### src/rtl/dp_ram_pkg.sv
// Shared constants and types for the PL-side dual-port RAM reader.
package dp_ram_pkg;

    // Port-B read latency: address in cycle c, data on dout in cycle c+2.
    localparam int RD_LATENCY = 2;

    // Reader control states.
    typedef enum logic [1:0] {
        IDLE   = 2'd0,
        ISSUE  = 2'd1,
        DRAIN  = 2'd2,
        FINISH = 2'd3
    } reader_state_t;

endpackage

### src/rtl/dp_ram_stream_reader_sync_fifo.sv
// Small first-word-fall-through FIFO holding {last, data} beats for the
// reader's output stream. Head entry is always visible on pop_data.
module sync_fifo #(
    parameter int WIDTH = 33,
    parameter int DEPTH = 4
) (
    input  logic                       clk,
    input  logic                       reset,
    input  logic                       push,
    input  logic [WIDTH-1:0]           push_data,
    input  logic                       pop,
    output logic [WIDTH-1:0]           pop_data,
    output logic                       full,
    output logic                       empty,
    output logic [$clog2(DEPTH+1)-1:0] count
);

    localparam int PTR_W = (DEPTH > 1) ? $clog2(DEPTH) : 1;
    localparam int CNT_W = $clog2(DEPTH + 1);

    logic [WIDTH-1:0] mem_reg [DEPTH];
    logic [PTR_W-1:0] wr_ptr_reg;
    logic [PTR_W-1:0] rd_ptr_reg;
    logic [CNT_W-1:0] count_reg;
    logic             do_push;
    logic             do_pop;

    // Pointers wrap at DEPTH-1 so non-power-of-two depths work too.
    function automatic logic [PTR_W-1:0] ptr_inc(input logic [PTR_W-1:0] p);
        return (p == PTR_W'(DEPTH - 1)) ? '0 : p + PTR_W'(1);
    endfunction

    assign empty    = (count_reg == '0);
    assign full     = (count_reg == CNT_W'(DEPTH));
    assign count    = count_reg;
    assign pop_data = mem_reg[rd_ptr_reg];
    assign do_pop   = pop && !empty;
    // A push into a full FIFO is only accepted when a pop frees a slot.
    assign do_push  = push && (!full || do_pop);

    // Storage: cleared on reset so the head reads as zero when empty.
    always_ff @(posedge clk) begin
        if (reset) begin
            for (int i = 0; i < DEPTH; i++) begin
                mem_reg[i] <= '0;
            end
        end else if (do_push) begin
            mem_reg[wr_ptr_reg] <= push_data;
        end
    end

    // Pointer and occupancy bookkeeping; push+pop leaves count unchanged.
    always_ff @(posedge clk) begin
        if (reset) begin
            wr_ptr_reg <= '0;
            rd_ptr_reg <= '0;
            count_reg  <= '0;
        end else begin
            if (do_push) begin
                wr_ptr_reg <= ptr_inc(wr_ptr_reg);
            end
            if (do_pop) begin
                rd_ptr_reg <= ptr_inc(rd_ptr_reg);
            end
            case ({do_push, do_pop})
                2'b10:   count_reg <= count_reg + CNT_W'(1);
                2'b01:   count_reg <= count_reg - CNT_W'(1);
                default: count_reg <= count_reg;
            endcase
        end
    end

endmodule

### src/rtl/dp_ram_stream_reader.sv
// Reader that owns port B of the PS/PL dual-port RAM: takes a
// (start address, length) command, issues sequential reads under a credit
// check, tracks the fixed read latency and returns the words on a
// valid/ready stream with a last marker.
module dp_ram_stream_reader
    import dp_ram_pkg::*;
#(
    parameter int ADDR_WIDTH = 10,
    parameter int DATA_WIDTH = 32,
    parameter int FIFO_DEPTH = 4
) (
    input  logic                  clk,
    input  logic                  reset,
    input  logic                  cmd_valid,
    output logic                  cmd_ready,
    input  logic [ADDR_WIDTH-1:0] cmd_addr,
    input  logic [ADDR_WIDTH:0]   cmd_len,
    output logic [ADDR_WIDTH-1:0] ram_addr,
    output logic                  ram_wr_en,
    output logic [DATA_WIDTH-1:0] ram_din,
    input  logic [DATA_WIDTH-1:0] ram_dout,
    output logic                  m_valid,
    input  logic                  m_ready,
    output logic [DATA_WIDTH-1:0] m_data,
    output logic                  m_last,
    output logic                  busy,
    output logic                  done
);

    localparam int LEN_W = ADDR_WIDTH + 1;
    localparam int FCW   = $clog2(FIFO_DEPTH + 1);
    localparam int IW    = $clog2(RD_LATENCY + 1);
    localparam int SUM_W = ((FCW > IW) ? FCW : IW) + 1;

    reader_state_t         state_reg;
    logic [ADDR_WIDTH-1:0] addr_reg;
    logic [LEN_W-1:0]      remaining_reg;
    logic [ADDR_WIDTH-1:0] ram_addr_hold_reg;
    logic                  last_sent_reg;
    logic                  busy_reg;
    logic                  done_reg;
    logic                  cmd_ready_reg;

    logic [RD_LATENCY-1:0] trk_valid_reg;
    logic [RD_LATENCY-1:0] trk_last_reg;
    logic [IW-1:0]         inflight_count;

    logic                  fifo_push;
    logic [DATA_WIDTH:0]   fifo_din;
    logic [DATA_WIDTH:0]   fifo_dout;
    logic                  fifo_full;
    logic                  fifo_empty;
    logic [FCW-1:0]        fifo_count;

    logic                  credit_ok;
    logic                  issue;
    logic                  issue_last;
    logic                  last_hs;

    // Port B is read-only from this side.
    assign ram_wr_en = 1'b0;
    assign ram_din   = '0;

    // Number of reads whose data has not yet reached the FIFO.
    always_comb begin
        inflight_count = '0;
        for (int i = 0; i < RD_LATENCY; i++) begin
            inflight_count = inflight_count + IW'(trk_valid_reg[i]);
        end
    end

    // Conservative credit: every outstanding read must already own a FIFO
    // slot, so a stalled consumer can never cause an overflow. fifo_full
    // implies no credit; it is included so the intent is explicit.
    assign credit_ok  = ((SUM_W'(fifo_count) + SUM_W'(inflight_count)) < SUM_W'(FIFO_DEPTH))
                        && !fifo_full;
    assign issue      = (state_reg == ISSUE) && credit_ok;
    assign issue_last = issue && (remaining_reg == LEN_W'(1));

    // The live address goes out on an issue cycle; otherwise hold the last one.
    assign ram_addr   = issue ? addr_reg : ram_addr_hold_reg;

    // In-flight tracker: one stage per cycle of RAM latency, carrying a
    // valid bit and the last marker alongside each read.
    genvar gi;
    generate
        for (gi = 0; gi < RD_LATENCY; gi++) begin : g_trk
            if (gi == 0) begin : g_head
                // First stage captures the read issued this cycle.
                always_ff @(posedge clk) begin
                    if (reset) begin
                        trk_valid_reg[gi] <= 1'b0;
                        trk_last_reg[gi]  <= 1'b0;
                    end else begin
                        trk_valid_reg[gi] <= issue;
                        trk_last_reg[gi]  <= issue_last;
                    end
                end
            end else begin : g_tail
                // Later stages shift the tag along with the RAM pipeline.
                always_ff @(posedge clk) begin
                    if (reset) begin
                        trk_valid_reg[gi] <= 1'b0;
                        trk_last_reg[gi]  <= 1'b0;
                    end else begin
                        trk_valid_reg[gi] <= trk_valid_reg[gi-1];
                        trk_last_reg[gi]  <= trk_last_reg[gi-1];
                    end
                end
            end
        end
    endgenerate

    // The final tracker stage lines up with the word on ram_dout.
    assign fifo_push = trk_valid_reg[RD_LATENCY-1];
    assign fifo_din  = {trk_last_reg[RD_LATENCY-1], ram_dout};

    sync_fifo #(
        .WIDTH (DATA_WIDTH + 1),
        .DEPTH (FIFO_DEPTH)
    ) u_fifo (
        .clk       (clk),
        .reset     (reset),
        .push      (fifo_push),
        .push_data (fifo_din),
        .pop       (m_valid && m_ready),
        .pop_data  (fifo_dout),
        .full      (fifo_full),
        .empty     (fifo_empty),
        .count     (fifo_count)
    );

    assign m_valid = !fifo_empty;
    assign m_data  = fifo_dout[DATA_WIDTH-1:0];
    // Gate last with valid so a stale entry never shows a last marker.
    assign m_last  = fifo_dout[DATA_WIDTH] && !fifo_empty;
    assign last_hs = m_valid && m_ready && m_last;

    assign busy      = busy_reg;
    assign done      = done_reg;
    assign cmd_ready = cmd_ready_reg;

    // Command FSM with registered status outputs.
    always_ff @(posedge clk) begin
        if (reset) begin
            state_reg         <= IDLE;
            addr_reg          <= '0;
            remaining_reg     <= '0;
            ram_addr_hold_reg <= '0;
            last_sent_reg     <= 1'b0;
            busy_reg          <= 1'b0;
            done_reg          <= 1'b0;
            cmd_ready_reg     <= 1'b1;
        end else begin
            done_reg <= 1'b0;
            case (state_reg)
                IDLE: begin
                    if (cmd_valid && cmd_ready_reg) begin
                        addr_reg      <= cmd_addr;
                        remaining_reg <= cmd_len;
                        last_sent_reg <= 1'b0;
                        busy_reg      <= 1'b1;
                        cmd_ready_reg <= 1'b0;
                        if (cmd_len == '0) begin
                            state_reg <= FINISH;
                            done_reg  <= 1'b1;
                        end else begin
                            state_reg <= ISSUE;
                        end
                    end
                end
                ISSUE: begin
                    if (issue) begin
                        ram_addr_hold_reg <= addr_reg;
                        addr_reg          <= addr_reg + ADDR_WIDTH'(1);
                        remaining_reg     <= remaining_reg - LEN_W'(1);
                        if (issue_last) begin
                            state_reg <= DRAIN;
                        end
                    end
                end
                DRAIN: begin
                    if (last_hs) begin
                        last_sent_reg <= 1'b1;
                    end
                    if ((trk_valid_reg == '0) && (last_sent_reg || last_hs)) begin
                        state_reg <= FINISH;
                        done_reg  <= 1'b1;
                    end
                end
                FINISH: begin
                    state_reg     <= IDLE;
                    busy_reg      <= 1'b0;
                    cmd_ready_reg <= 1'b1;
                end
                default: begin
                    state_reg <= IDLE;
                end
            endcase
        end
    end

endmodule

### config.mk
export PLATFORM = sky130hd
export DESIGN_NAME = dp_ram_stream_reader
export DESIGN_NICKNAME = d
export VERILOG_FILES = /design/src/rtl/dp_ram_pkg.sv /design/src/rtl/dp_ram_stream_reader_sync_fifo.sv /design/src/rtl/dp_ram_stream_reader.sv
export SDC_FILE = /design/constraint.sdc
export NUM_CORES = 1
export LEC_CHECK = 0
export ABC_AREA = 0
export CORE_UTILIZATION = 58
export DETAILED_ROUTE_END_ITERATION = 10
export PLACE_DENSITY = 0.85
export SLEW_MARGIN = 20
export SYNTH_ARGS = -nofsm -noshare
export SYNTH_HDL_FRONTEND = slang
export SYNTH_SLANG_ARGS = --single-unit
### constraint.sdc
create_clock -name clk -period 6.8 [get_ports clk]
set_input_delay 1.7 -clock clk [delete_from_list [all_inputs] [get_ports clk]]
set_output_delay 1.7 -clock clk [all_outputs]
set_load 0.01 [all_outputs]
# Word-level counts from Yosys, hierarchy flattened
# Memory sizes are Yosys's and may differ from the RTL's. A register that Yosys moved wholly into a read port is not among the register bits.
# Index checks and enable logic that the tools add are counted.
# Widths: inputs -> output; s select.
[word_totals]
latchBits = 0
reg_bits = 48
mem_count = 1
ramBits = 132
wordCells = 102
output_inout_bits = 80
rom_bits = 0
inputBits = 57
[mem_list]
columns = ["memory", "words", "width", "read_ports", "rd_ports_with_merged_regs", "write_ports", "line_no", "rtl"]
rows = [
  ["u_fifo.mem_reg", 4, 33, 1, 1, 4, "dp_ram_stream_reader_sync_fifo.sv:21", "logic [WIDTH-1:0] mem_reg [DEPTH];"],
]
[op_classes]
n_bitwise = 0
mul = 0
shifts = 0
mux = 36
div = 0
eq_ne = 14
n_lt_le_gt_ge = 1
reduce_logical = 27
addsub = 8
[ops]
columns = ["cell", "n"]
rows = [
  ["$mux 33", 1],
  ["$reduce_or 33->1", 1],
  ["$mux 10", 3],
  ["$mux 11", 2],
  ["$pmux 11 s2", 1],
  ["$mux 2", 10],
  ["$pmux 10 s2", 1],
  ["$mux 1", 12],
  ["$eq 11x1->1 const B", 1],
  ["$logic_not 11->1", 1],
  ["$sub 11x1->11 const B", 1],
  ["$add 10x1->10 const B", 1],
  ["$eq 2x2->1 const B", 5],
  ["$logic_and 1x1->1", 10],
  ["$ne 2x2->1 const B", 5],
  ["$pmux 1 s2", 4],
  ["$pmux 2 s4", 1],
  ["$reduce_bool 2->1", 4],
  ["$pmux 3 s2", 1],
  ["$reduce_and 3->1", 2],
  ["$add 2x1->2 const B", 2],
  ["$add 3x2->4", 1],
  ["$eq 2x1->1 const B", 2],
  ["$logic_not 2->1", 2],
  ["10 further kinds", 12],
]

# Depth between registers and ports, before layout
[logic_depth]
ltp_word = 11
depth_mapped = 9
mapped_depth_nobuf = 9

# Cells and area by module
# Synthesis repeated with hierarchy kept, for this count alone.
[unflattened]
hier_cells = 681
hier_area_um2 = 8818.5
[modules_own_cells]
columns = ["mod", "cells_per_inst", "instances", "area_per_inst_um2"]
rows = [
  ["sync_fifo", 373, 1, 6273.5],
  ["dp_ram_stream_reader", 308, 1, 2544.9],
]

# Least setup slack after synthesis
# OpenSTA, ideal clock, no wires.
[synth_path]
kind = "input port to flip-flop"
start = "in m_ready"
end = "mem u_fifo.mem_reg[3][0] (enable)"
setup_time_ps = 430
arrival_ps = 3405
required_ps = 6370
n_path_buf = 0
slack_ps = 2965
cell_stages = 2
cell_sequence = "o41ai_2 o21bai_1"
[synth_rtl]
columns = ["element", "line_no", "rtl"]
rows = [
  ["from (decl)", "dp_ram_stream_reader.sv:23", "input logic m_ready,"],
  ["to (decl)", "dp_ram_stream_reader_sync_fifo.sv:21", ""],
]

# Final worst setup path
[layout_path]
start = "reg u_fifo.count_reg[0] (netlist: u_fifo.count[0])"
end = "out ram_addr[4]"
[layout_between]
elab_chain_len = 5
[layout_rtl]
columns = ["element", "line_no", "rtl"]
rows = [
  ["from (decl)", "dp_ram_stream_reader_sync_fifo.sv:24", "logic [CNT_W-1:0] count_reg;"],
  ["from (signal assigned)", "dp_ram_stream_reader_sync_fifo.sv:66", "2'b10: count_reg <= count_reg + CNT_W'(1);"],
  ["from (signal assigned)", "dp_ram_stream_reader_sync_fifo.sv:67", "2'b01: count_reg <= count_reg - CNT_W'(1);"],
  ["from (signal assigned)", "dp_ram_stream_reader_sync_fifo.sv:68", "default: count_reg <= count_reg;"],
  ["$add 3x2->4 / $eq 3x3->1 (equally long branches)", "dp_ram_stream_reader.sv:75, dp_ram_stream_reader_sync_fifo.sv:34", ""],
  ["$lt 4x3->1 / $logic_not 1->1 (equally long branches)", "dp_ram_stream_reader.sv:75, dp_ram_stream_reader.sv:76", ""],
  ["$logic_and 1x1->1 *", "dp_ram_stream_reader.sv:76", "&& !fifo_full;"],
  ["$logic_and 1x1->1 *", "dp_ram_stream_reader.sv:77", "assign issue = (state_reg == ISSUE) && credit_ok;"],
  ["$mux 10 *", "-", ""],
  ["to (decl)", "dp_ram_stream_reader.sv:18", "output logic [ADDR_WIDTH-1:0] ram_addr,"],
]
# Mark *: on every way between the ends. The rest lies on a longest branch, timed or not.

==> metrics <==
outcome=complete, no violations; main combinational cell family by area after synthesis=simple AND/OR/NAND/NOR gates; overall die width=124.1 um; Fmax=0.2142 GHz; total gr overflow=0; final setup vio count=0; Worst EP required=5100 ps; Fin. Hold Viols=0; Mapped Cells=692; TritonRoute pass-1 iters=5; core box area=14530 um2; post-synthesis instance area=8651 um2; Via Count=5687; CTS Sinks=182; Tcrit/Tclk final=0.6866; share of layout cells above drive strength 1=0.1160; Top Ports=137; # rows=44; CTS tree=yes; Setup crit end=ram_addr[4]; # fillers=982; ANT nets after route=0; Top FF cell, synth=edfxtp_1; Worst-Skew Late Latency=430 ps; CTS Buffer Depth=2; Die H=124.1 um; CP max FO=9; relative slew slack=0.3452; initial antenna violation count=0; hold_buf cts=0; Worst R2R Path Depth=7; via/cell ratio=5.821; Synth Area in Adders=0.01822; die area=15410 um2; Worst-Margin Slew=971.5 ps; class of the worst hold path=reg -> reg; vias in the first global route=5618; # port buffers=103; setup TNS=0 ps; Setup Skew=10.04 ps; CTS Root Cell=clkbuf_16; Post-Route WL=18.58 mm; r2r endpoint=addr_reg[5]; post-synthesis sequential area ratio=0.5739; CTS resizes=0; crit end category=primary output; GP Congestion=0.8452; Largest register FFs=132; diode count=0; synthesis-stage register bit count=182; Num CTS Buffers=17; post-CTS setup buffers=0; final net count=849; Leak=3.793 nW; YS warnings=0; Tot GR Track Use=0.2521; WS Path Type=reg -> out; Slew Limit Fails=0; fraction of registers with async set/reset=0; Area Overhead vs Synth=18.96%; area fraction in compound gates after synthesis=0.06798; largest net degree at the start of global routing=57; RSZ-0062 raised after global routing=false; maximum vdd drop=211.2 uV; post-synthesis xor/xnor area fraction=0.004050; mux cell area share after synthesis=0.1072; commonest cells after routing, fill and taps aside=134 x and2_1, 132 x edfxtp_1, 102 x clkdlybuf4s50_1; htree depth=4; commonest non-fill, non-tap cell in the layout=and2_1; Final min period=4669 ps; worst reg2reg startpoint=state_reg[0]; Crit. Startpoint=u_fifo.count[0]; WHS=455.3 ps; first-pass GRT wire length=28.85 mm; Post-synth EDFFs=132; Post-Synth Simple-Gate Area=0.1753; DPL Wire Length=12.02 mm; clock slew at reported path FFs=60 ps; CP arrival=2970 ps; Initial Util=0.5952; Max-cap violations=0; Power per Cell Area=330.8 nW/um2; crit path launch type=flop; DR iter-0 viols=431; Syn Area/Cell=12.50 um2; Routed WL per cell=19.02 um; R2R Setup Slk=3770 ps; number of distinct library cells after synthesis=61; residual DRC count=0
==> power by group <==
| part | leakage (nW) | switching [W] | internal [W] |
|---|---|---|---|
| Sequential | 1.77 | 0.000133 | 0.00131 |
| Combinational | 1.75 | 0.000546 | 0.000483 |
| Clock | 0.274 | 0.000428 | 0.000506 |
==> per-layer routing <==
layer  GRT usage  wire length [um]
met5           0                 0
met4      0.1057               379
met3     0.04853              1039
met2      0.4223              9443
met1      0.3206              7719
==> cells in the mapped netlist (all sizes together) (2+ instances only) <==
library cell / instances / area [um2]
inv: 14 / 52.55
clkbuf: 34 / 127.6
a21o: 3 / 22.52
o41ai: 4 / 42.55
nand3: 8 / 40.04
xnor2: 2 / 17.52
nor2b: 12 / 75.07
nand2: 29 / 108.9
and3: 10 / 62.56
or4: 5 / 41.29
nor3b: 2 / 15.01
mux4: 33 / 743.2
or3: 4 / 25.02
nor2: 33 / 123.9
mux2: 11 / 123.9
nor3: 12 / 60.06
a21oi: 32 / 160.2
ha: 11 / 137.6
dfxtp: 50 / 1001
nand4: 3 / 18.77
nor4: 7 / 43.79
o221ai: 3 / 26.28
mux2i: 6 / 60.06
and2: 134 / 838.3
a31oi: 2 / 12.51
edfxtp: 132 / 3964
a22oi: 4 / 30.03
or2: 5 / 31.28
a221oi: 2 / 17.52
o21bai: 2 / 15.01
o21a: 2 / 15.01
xor2: 2 / 17.52
o21ai: 13 / 65.06
buf: 39 / 277.8
a311oi: 2 / 23.77
a211oi: 9 / 67.56
==> worst min path at each step <==
stage	endpoint	slack, ps	start	cells past startpoint
2_1_floorplan	fifo_din[32]	410	trk_last_reg[0]	1
4_1_cts	fifo_din[32]	460	trk_last_reg[0]	1
6_report	fifo_din[32]	460	trk_last_reg[0]	1
3_5_place_dp	fifo_din[32]	440	trk_last_reg[0]	1
5_1_grt	fifo_din[32]	460	trk_last_reg[0]	1
3_3_place_gp	fifo_din[32]	430	trk_last_reg[0]	1
==> stage by stage <==
stage	area [um2]	utilization	total power, W	setup WS, ps	std cells
finish	10290	0.7081	0.003405	2131	977
CTS	10260	0.7058	0.003407	2076	976
global placement	9698	0.6673	0.002443	2380	944
detailed placement	9698	0.6673	0.002480	2290	944
global route	10290	0.7081	0.003574	1967	977
floorplan	8771	-	0.002141	2965	724
==> worst max-delay path, cell delays in order (launching register included) <==
cell and delay [ps]:
dfxtp_1 430, ha_1 270, a21oi_1 230, o21a_1 350, nand2_1 340, mux2_1 430, clkdlybuf4s50_1 490
==> logic make-up after synthesis <==
family,Yosys count
compound gates,88
fa+ha+maj,12
buf+inv,87
other cells,1
flops,182
simple gates,268
xor+xnor,4
mux,50
==> cell type report <==
class,count,area [um2],share of cell area
clock buffer,22,474.2,0.04608
clock inverter,10,86.33,0.008389
inverter,14,52.55,0.005106
multi-input combinational,455,3382,0.3286
sequential,182,4967,0.4827
tap,184,230.2,0.02237
timing repair buffer,110,1099,0.1067
Note: power is estimated with default switching activity, not from simulation.
